==> src/rtl/ex_pipe_unit_pkg.sv <==
// ex_pipe_unit_pkg: shared constants for the integer execution pipeline.
// This file holds the ALU opcode encodings and the default data and tag widths.
// It also holds a helper that sizes the shift-amount field.
package ex_pipe_unit_pkg;

    // Opcode field width and default datapath / rename-tag widths
    localparam int ALU_OP_WIDTH = 4;
    localparam int DATA_LEN     = 32;
    localparam int RRF_SEL      = 6;

    // ALU opcode encodings; 10..15 are unused and yield zero
    localparam int unsigned ALU_ADD  = 0;
    localparam int unsigned ALU_SUB  = 1;
    localparam int unsigned ALU_AND  = 2;
    localparam int unsigned ALU_OR   = 3;
    localparam int unsigned ALU_XOR  = 4;
    localparam int unsigned ALU_SLL  = 5;
    localparam int unsigned ALU_SRL  = 6;
    localparam int unsigned ALU_SRA  = 7;
    localparam int unsigned ALU_SLT  = 8;
    localparam int unsigned ALU_SLTU = 9;

    // Number of low src2 bits used as the shift amount
    function automatic int shamt_width(input int data_w);
        return $clog2(data_w);
    endfunction

endpackage

==> src/rtl/ex_pipe_unit_if.sv <==
// ex_pipe_unit_if: issue-side and writeback-side signals of the execution pipe.
//
// Handshake semantics (both sides): a transfer happens on a rising edge where
// valid and ready are both high. The producer holds its payload stable while
// valid is high and ready is low. issue_ready_o depends combinationally on
// wb_ready_i. kill_i is sampled every cycle and has no handshake.
interface ex_pipe_unit_if
    import ex_pipe_unit_pkg::*;
#(
    parameter int DATA_W = DATA_LEN,
    parameter int TAG_W  = RRF_SEL,
    parameter int OP_W   = ALU_OP_WIDTH
);
    // Issue side (reservation station -> pipe)
    logic              issue_valid_i;
    logic              issue_ready_o;
    logic [OP_W-1:0]   alu_op_i;
    logic [DATA_W-1:0] src1_i;
    logic [DATA_W-1:0] src2_i;
    logic [TAG_W-1:0]  rrf_tag_i;
    logic              if_write_rrf_i;
    logic              kill_i;

    // Writeback side (pipe -> writeback/ROB)
    logic              out_valid_o;
    logic              wb_ready_i;
    logic [DATA_W-1:0] result_o;
    logic [TAG_W-1:0]  rrf_tag_o;
    logic              rob_we_o;
    logic              rrf_we_o;

    // Environment view: drives issue payload and writeback ready
    modport master (
        output issue_valid_i, alu_op_i, src1_i, src2_i, rrf_tag_i,
               if_write_rrf_i, kill_i, wb_ready_i,
        input  issue_ready_o, out_valid_o, result_o, rrf_tag_o,
               rob_we_o, rrf_we_o
    );

    // Pipe view
    modport slave (
        input  issue_valid_i, alu_op_i, src1_i, src2_i, rrf_tag_i,
               if_write_rrf_i, kill_i, wb_ready_i,
        output issue_ready_o, out_valid_o, result_o, rrf_tag_o,
               rob_we_o, rrf_we_o
    );
endinterface

==> src/rtl/ex_pipe_unit_alu_core.sv <==
// alu_core: purely combinational opcode-to-result function.
// Arithmetic wraps modulo 2^DATA_W. Shifts use the low log2(DATA_W) bits of src2.
// SLT and SLTU return 0 or 1, zero-extended to DATA_W bits.
module alu_core
    import ex_pipe_unit_pkg::*;
#(
    parameter int DATA_W = DATA_LEN,
    parameter int OP_W   = ALU_OP_WIDTH
) (
    input  logic [OP_W-1:0]   op,
    input  logic [DATA_W-1:0] src1,
    input  logic [DATA_W-1:0] src2,
    output logic [DATA_W-1:0] result
);
    localparam int SH_W = shamt_width(DATA_W);

    logic [SH_W-1:0] shamt;
    logic [31:0]     op_ext;

    assign shamt  = src2[SH_W-1:0];
    assign op_ext = 32'(op);

    // Select the result for the current opcode; unknown opcodes give zero
    always_comb begin
        result = '0;
        case (op_ext)
            ALU_ADD:  result = src1 + src2;
            ALU_SUB:  result = src1 - src2;
            ALU_AND:  result = src1 & src2;
            ALU_OR:   result = src1 | src2;
            ALU_XOR:  result = src1 ^ src2;
            ALU_SLL:  result = src1 << shamt;
            ALU_SRL:  result = src1 >> shamt;
            ALU_SRA:  result = $signed(src1) >>> shamt;
            ALU_SLT:  result = DATA_W'($signed(src1) < $signed(src2));
            ALU_SLTU: result = DATA_W'(src1 < src2);
            default:  result = '0;
        endcase
    end
endmodule

==> src/rtl/ex_pipe_unit.sv <==
// ex_pipe_unit: LAT-deep integer execution pipeline with valid/ready output.
// The ALU result is computed at issue and captured into stage 0. Later stages
// copy {valid, result, tag, wr} forward. Empty stages let the stages behind them
// move up, and a stalled stage holds all of its fields.
// Optional feature macro: EX_KILL_EN. When it is defined, kill_i squashes every
// in-flight op at the next edge and blocks issue for that cycle.
module ex_pipe_unit
    import ex_pipe_unit_pkg::*;
#(
    parameter int DATA_W = DATA_LEN,
    parameter int TAG_W  = RRF_SEL,
    parameter int OP_W   = ALU_OP_WIDTH,
    parameter int LAT    = 2
) (
    input  logic           clk_i,
    input  logic           reset_n_i,
    ex_pipe_unit_if.slave  bus
);
    // Stage storage; index LAT-1 is the output stage
    logic [LAT-1:0]    v_q;
    logic [LAT-1:0]    wr_q;
    logic [DATA_W-1:0] res_q [LAT];
    logic [TAG_W-1:0]  tag_q [LAT];

    logic [LAT-1:0]    stage_open;
    logic [DATA_W-1:0] alu_result;
    logic              kill;
    logic              issue_ready;
    logic              accept;

    alu_core #(
        .DATA_W (DATA_W),
        .OP_W   (OP_W)
    ) u_alu_core (
        .op     (bus.alu_op_i),
        .src1   (bus.src1_i),
        .src2   (bus.src2_i),
        .result (alu_result)
    );

`ifdef EX_KILL_EN
    assign kill = bus.kill_i;
`else
    assign kill = 1'b0;
`endif

    // A stage may load when writeback drains the tail, or when any stage
    // from itself to the tail is empty (the gap lets everything behind move up)
    always_comb begin
        stage_open = '0;
        for (int k = 0; k < LAT; k++) begin
            stage_open[k] = bus.wb_ready_i;
            for (int j = k; j < LAT; j++) begin
                if (!v_q[j]) begin
                    stage_open[k] = 1'b1;
                end
            end
        end
    end

    assign issue_ready = stage_open[0] & ~kill;
    assign accept      = bus.issue_valid_i & issue_ready;

    // Advance, collapse bubbles, or hold each stage; kill drops all valid bits
    always_ff @(posedge clk_i or negedge reset_n_i) begin
        if (!reset_n_i) begin
            v_q  <= '0;
            wr_q <= '0;
            for (int k = 0; k < LAT; k++) begin
                res_q[k] <= '0;
                tag_q[k] <= '0;
            end
        end else begin
            if (stage_open[0]) begin
                v_q[0] <= accept;
                if (accept) begin
                    res_q[0] <= alu_result;
                    tag_q[0] <= bus.rrf_tag_i;
                    wr_q[0]  <= bus.if_write_rrf_i;
                end
            end
            for (int k = 1; k < LAT; k++) begin
                if (stage_open[k]) begin
                    v_q[k] <= v_q[k-1];
                    if (v_q[k-1]) begin
                        res_q[k] <= res_q[k-1];
                        tag_q[k] <= tag_q[k-1];
                        wr_q[k]  <= wr_q[k-1];
                    end
                end
            end
            if (kill) begin
                v_q <= '0;
            end
        end
    end

    assign bus.issue_ready_o = issue_ready;
    assign bus.out_valid_o   = v_q[LAT-1];
    assign bus.result_o      = res_q[LAT-1];
    assign bus.rrf_tag_o     = tag_q[LAT-1];
    assign bus.rob_we_o      = v_q[LAT-1];
    assign bus.rrf_we_o      = v_q[LAT-1] & wr_q[LAT-1];
endmodule

==> src/flat_wrapper.sv <==
// flat-port wrapper written by rule: the top's interface ports become plain ports
module ex_pipe_unit_flat import ex_pipe_unit_pkg::*;
#(
    parameter int DATA_W = DATA_LEN,
    parameter int TAG_W  = RRF_SEL,
    parameter int OP_W   = ALU_OP_WIDTH,
    parameter int LAT    = 2
)
  (clk_i, reset_n_i, bus_issue_valid_i, bus_alu_op_i, bus_src1_i, bus_src2_i, bus_rrf_tag_i, bus_if_write_rrf_i, bus_kill_i, bus_wb_ready_i, bus_issue_ready_o, bus_out_valid_o, bus_result_o, bus_rrf_tag_o, bus_rob_we_o, bus_rrf_we_o);
  ex_pipe_unit_if #(.DATA_W(DATA_W), .TAG_W(TAG_W), .OP_W(OP_W)) bus_i ();
  input  logic clk_i;
  input  logic reset_n_i;
  input wire logic [$bits(bus_i.issue_valid_i)-1:0] bus_issue_valid_i;
  input wire logic [$bits(bus_i.alu_op_i)-1:0] bus_alu_op_i;
  input wire logic [$bits(bus_i.src1_i)-1:0] bus_src1_i;
  input wire logic [$bits(bus_i.src2_i)-1:0] bus_src2_i;
  input wire logic [$bits(bus_i.rrf_tag_i)-1:0] bus_rrf_tag_i;
  input wire logic [$bits(bus_i.if_write_rrf_i)-1:0] bus_if_write_rrf_i;
  input wire logic [$bits(bus_i.kill_i)-1:0] bus_kill_i;
  input wire logic [$bits(bus_i.wb_ready_i)-1:0] bus_wb_ready_i;
  output wire logic [$bits(bus_i.issue_ready_o)-1:0] bus_issue_ready_o;
  output wire logic [$bits(bus_i.out_valid_o)-1:0] bus_out_valid_o;
  output wire logic [$bits(bus_i.result_o)-1:0] bus_result_o;
  output wire logic [$bits(bus_i.rrf_tag_o)-1:0] bus_rrf_tag_o;
  output wire logic [$bits(bus_i.rob_we_o)-1:0] bus_rob_we_o;
  output wire logic [$bits(bus_i.rrf_we_o)-1:0] bus_rrf_we_o;
  assign bus_i.issue_valid_i = bus_issue_valid_i;
  assign bus_i.alu_op_i = bus_alu_op_i;
  assign bus_i.src1_i = bus_src1_i;
  assign bus_i.src2_i = bus_src2_i;
  assign bus_i.rrf_tag_i = bus_rrf_tag_i;
  assign bus_i.if_write_rrf_i = bus_if_write_rrf_i;
  assign bus_i.kill_i = bus_kill_i;
  assign bus_i.wb_ready_i = bus_wb_ready_i;
  assign bus_issue_ready_o = bus_i.issue_ready_o;
  assign bus_out_valid_o = bus_i.out_valid_o;
  assign bus_result_o = bus_i.result_o;
  assign bus_rrf_tag_o = bus_i.rrf_tag_o;
  assign bus_rob_we_o = bus_i.rob_we_o;
  assign bus_rrf_we_o = bus_i.rrf_we_o;
  ex_pipe_unit #(.DATA_W(DATA_W), .TAG_W(TAG_W), .OP_W(OP_W), .LAT(LAT)) u_core (.clk_i(clk_i), .reset_n_i(reset_n_i), .bus(bus_i));
endmodule
==> config.mk <==
export PLATFORM = sky130hd
export DESIGN_NAME = ex_pipe_unit_flat
export DESIGN_NICKNAME = d
export VERILOG_FILES = /design/src/rtl/ex_pipe_unit_pkg.sv /design/src/rtl/ex_pipe_unit_if.sv /design/src/rtl/ex_pipe_unit_alu_core.sv /design/src/rtl/ex_pipe_unit.sv /design/src/flat_wrapper.sv
export SDC_FILE = /design/constraint.sdc
export NUM_CORES = 1
export LEC_CHECK = 0
export BUFFER_PORTS_ARGS = -buffer_cell sky130_fd_sc_hd__buf_2
export CAP_MARGIN = 15
export CORE_MARGIN = 4
export CORE_UTILIZATION = 30
export DETAILED_ROUTE_END_ITERATION = 7
export PLACE_DENSITY = 0.57
export SYNTH_ARGS = -nofsm -noshare
export SYNTH_HDL_FRONTEND = slang
export SYNTH_SLANG_ARGS = --single-unit
==> constraint.sdc <==
create_clock -name clk_i -period 3.3 [get_ports clk_i]
set_input_delay 0.66 -clock clk_i [delete_from_list [all_inputs] [get_ports clk_i]]
set_output_delay 0.66 -clock clk_i [all_outputs]
set_load 0.02 [all_outputs]
==> impl_metrics.env <==
export IMPL_outcome="finished clean"
export IMPL_detail_route_antenna_nets=0
export IMPL_finalNetCount=2068
export IMPL_synth_ff_type="sky130_fd_sc_hd__dfrtp_1"
export IMPL_postSynthCellCount=1581
export IMPL_worst_clock_skew_ps=8.59
export IMPL_globalRouteTotalUtil=0.246
export IMPL_dpl_hpwl_mm=44.1
export IMPL_postLayoutSetupSlackWorst_ps=12.1
export IMPL_cell_mode_on_critical_path="sky130_fd_sc_hd__or4_4"
export IMPL_synth_largest_type_area_fraction=0.170
export IMPL_timing_critical_path_to_type="register"
export IMPL_report_final_setup_viol=0
export IMPL_avgRoutedWirePerCell_um=22.4
export IMPL_worst_setup_path_start_kind="input port"
export IMPL_routability_cong=0.975
export IMPL_drcViolationCount=0
export IMPL_fmax_mhz=304
export IMPL_cell_area_power_density_nw_per_um2=308
export IMPL_insertedDiodeCount=0
export IMPL_post_synth_cell_area_avg_um2=7.47
export IMPL_unrepaired_setup_endpoints_after_global_routing="true"
export IMPL_max_cap_violations=0
export IMPL_worst_ir_drop_vdd_v=0.000247
export IMPL_required_time_of_the_worst_setup_path_ps=3510
export IMPL_grt_start_max_net_pins=81
export IMPL_p_leak_nw=7.16
export IMPL_ctsRootBufferMaster="sky130_fd_sc_hd__clkbuf_16"
export IMPL_die_y_um=206
export IMPL_io_buffer_count=120
export IMPL_crit_path_top_delay_cell="sky130_fd_sc_hd__or4_4"
export IMPL_synthToLayoutAreaGrowth_pct=30.4
export IMPL_start_util=0.304
export IMPL_vias_in_the_first_global_route=12800
export IMPL_preCtsSetupSlack_ps=-431
export IMPL_report_final_hold_viol_count=0
export IMPL_total_power_mw=4.75
export IMPL_worst_slew_pin_slew_ps=1150
export IMPL_synth_async_sr_flop_share=1.00
export IMPL_largest_area_contributor_in_the_synthesized_netlist="sky130_fd_sc_hd__dfrtp_1"
export IMPL_place_inst=2389
export IMPL_cts_tree="yes"
export IMPL_synth_cell_type_count=76
export IMPL_min_delay_path_class="reg2reg"
export IMPL_fin_area_um2=15400
export IMPL_design_core_area_um2=38800
export IMPL_drtPass1Iterations=6
export IMPL_drt_total_wl_mm=54.1
export IMPL_ctsLongestPathBuffers=2
export IMPL_layout_cells_non_filler=2411
export IMPL_fin_crit_ps=3290
export IMPL_mappedNetlistArea_um2=11800
export IMPL_grt_first_pass_wirelength_mm=80.0
export IMPL_final_layout_size_suffix_gt1_frac=0.322
export IMPL_crit_fanout=4
export IMPL_post_cts_hold_buffer_count=0
export IMPL_clock_latency_ps=320
export IMPL_cts_made_buffers=9
export IMPL_synth_enable_flop_cells=0
export IMPL_yosys_warnings=0
export IMPL_report_final_slew_viol_count=0
export IMPL_routed_via_density=5.57
export IMPL_number_of_clock_sinks=80
export IMPL_std_cell_rows=72
export IMPL_floorplan_die_area_um2=42600
export IMPL_crit_path_max_incr_delay_ps=570
export IMPL_synth_seq_cells=80
export IMPL_route_vias_total=13400
export IMPL_htree_levels=3
export IMPL_grt_antenna_before_repair=0
export IMPL_ys_seq_area_frac=0.170
export IMPL_cp_top_family="simple AND/OR/NAND/NOR gates"
export IMPL_dr_first_iter_drc_count=1455
export IMPL_finalCritPeriodShare=0.996
export IMPL_max_slew_margin=0.232
export IMPL_chipWidth_um=206
export IMPL_placed_area_um2=14900
export IMPL_post_synth_main_area_contributors="sky130_fd_sc_hd__dfrtp_1 (17%), sky130_fd_sc_hd__ha_1 (10%), sky130_fd_sc_hd__nor2_1 (6.5%), sky130_fd_sc_hd__mux2_2 (6.4%), sky130_fd_sc_hd__a21oi_1 (6.1%)"
export IMPL_mappedNetlistNets=1761
export IMPL_clk_transition_reported_paths_ps=70
export IMPL_pin_count=122
export IMPL_crit_path_cell_trace="buf_2 -> inv_2 -> ha_4 -> or4_4 -> or4_4 -> nor3_4 -> o211ai_1 -> o31ai_4 -> o311a_1 -> o32ai_2 -> xor2_1 -> a221o_1"
export IMPL_globalRouteOverflowTotal=0
export IMPL_timing_critical_path_buf_inv=2
export IMPL_critical_path_type="in2reg"
export IMPL_wp_data_arrival_ps=3500
final cells by class:
| cell class | instances | area [µm²] |
|---|---|---|
| inverter | 98 | 370 |
| fill | 4079 | 23400 |
| clock inverter | 6 | 67.6 |
| timing repair buffer | 452 | 3170 |
| multi-input combinational | 1247 | 8910 |
| tap | 518 | 648 |
| clock buffer | 10 | 229 |
| sequential | 80 | 2000 |
worst min-delay path: stages, from the launching register on:
cell and delay [ps]:
sky130_fd_sc_hd__dfrtp_1 340, sky130_fd_sc_hd__nand2_1 60, sky130_fd_sc_hd__o31ai_1 60
final timing paths:
check | endpoint | from | slack (ps) | depth (start not counted)
worst min-delay path | u_core.res_q[58] | u_core.res_q[58] | 480 | 2
min in group asynchronous | u_core.bus.result_o[7] | reset_n_i | 490 | 1
worst min register to register | u_core.res_q[58] | u_core.res_q[58] | 480 | 2
worst max-delay path | u_core.res_q[60] | bus_src1_i[17] | 10 | 12
worst max register to register | u_core.res_q[59] | u_core.v_q[1] | 730 | 9
max in group asynchronous | u_core.res_q[54] | reset_n_i | 2140 | 1
repair_timing:
action                     4_1_cts  5_1_grt
buffers inserted                 0        6
setup endpoints to repair        6       20
pin swaps                        4       14
gates resized for setup          9       34
flip-flops by register name, indices dropped and copies added (netlist names):
name / cells
u_core.v_q: 2
u_core.res_q: 32
u_core.wr_q: 2
u_core.bus.result_o: 32
u_core.tag_q: 6
u_core.bus.rrf_tag_o: 6
power breakdown:
group	switching, mW	total, mW	internal, mW
clock network	0.404	0.995	0.591
logic	1.45	2.53	1.08
registers	0.0844	1.22	1.14
cells by family after synthesis:
group / synth area share
AO/OA/AOI/OAI: 0.290
buffers and inverters: 0.0972
XOR/XNOR: 0.0185
flip-flops: 0.170
adder cells (fa/ha/maj): 0.107
multiplexers: 0.142
AND/OR/NAND/NOR: 0.175
routing by layer:
layer	routed length [µm]	share of wire	vias to the layer above	track usage
li1	-	-	6330	-
met3	3580	0.066	72	0.0251
met1	25000	0.46	6460	0.358
met5	0	0	-	0
met2	24000	0.44	567	0.384
met4	1560	0.029	0	0.0713
cells in the mapped netlist, drive strengths merged (6+ instances only):
library cell,n
nand2,120
nor3,27
a221oi,20
clkbuf,74
mux2i,52
a311oi,6
inv,97
o21ai,125
or2,9
buf,82
dfrtp,80
a221o,11
a2111oi,13
o31ai,11
mux2,67
ha,98
o211ai,26
nor2b,12
a31oi,19
or3,11
nand3b,8
a21o,11
o21a,6
a21oi,144
a211oi,39
nor2,204
o221ai,15
xnor2,20
a22oi,12
nand3,19
nand2b,18
o311ai,6
nor4,9
and2,6
mux4,18
layout by cell type, fill, tap and decap left out, drive strengths merged, types with 6 or more instances in the layout:
cell type / Yosys / layout
o211ai: 26 / 26
o21ai: 125 / 125
nand3: 19 / 19
a31oi: 19 / 19
a21o: 11 / 11
a22oi: 12 / 12
dfrtp: 80 / 80
nor2b: 12 / 12
o21a: 6 / 6
o221ai: 15 / 15
and2: 6 / 6
nor2: 204 / 204
or2: 9 / 9
a211oi: 39 / 39
o31ai: 11 / 11
nor4: 9 / 9
a2111oi: 13 / 13
nand3b: 8 / 8
a311oi: 6 / 6
clkbuf: 74 / 10
inv: 97 / 99
a21oi: 144 / 144
mux4: 18 / 18
o311ai: 6 / 6
mux2i: 52 / 52
a221oi: 20 / 20
mux2: 67 / 67
buf: 82 / 452
or3: 11 / 11
nand2b: 18 / 18
xnor2: 20 / 20
a221o: 11 / 11
nor3: 27 / 27
ha: 98 / 98
nand2: 120 / 120
per-stage QoR:
stage / utilization / setup TNS (ps) / hold WS (ps)
finish: 0.396 / 0 / 483
global route: 0.396 / -42.5 / 507
CTS: 0.392 / -24.4 / 485
detailed placement: 0.383 / -6490 / 469
global placement: 0.383 / -6040 / 464
floorplan: - / -18.9 / 364
(Power assumes the default switching activity.)
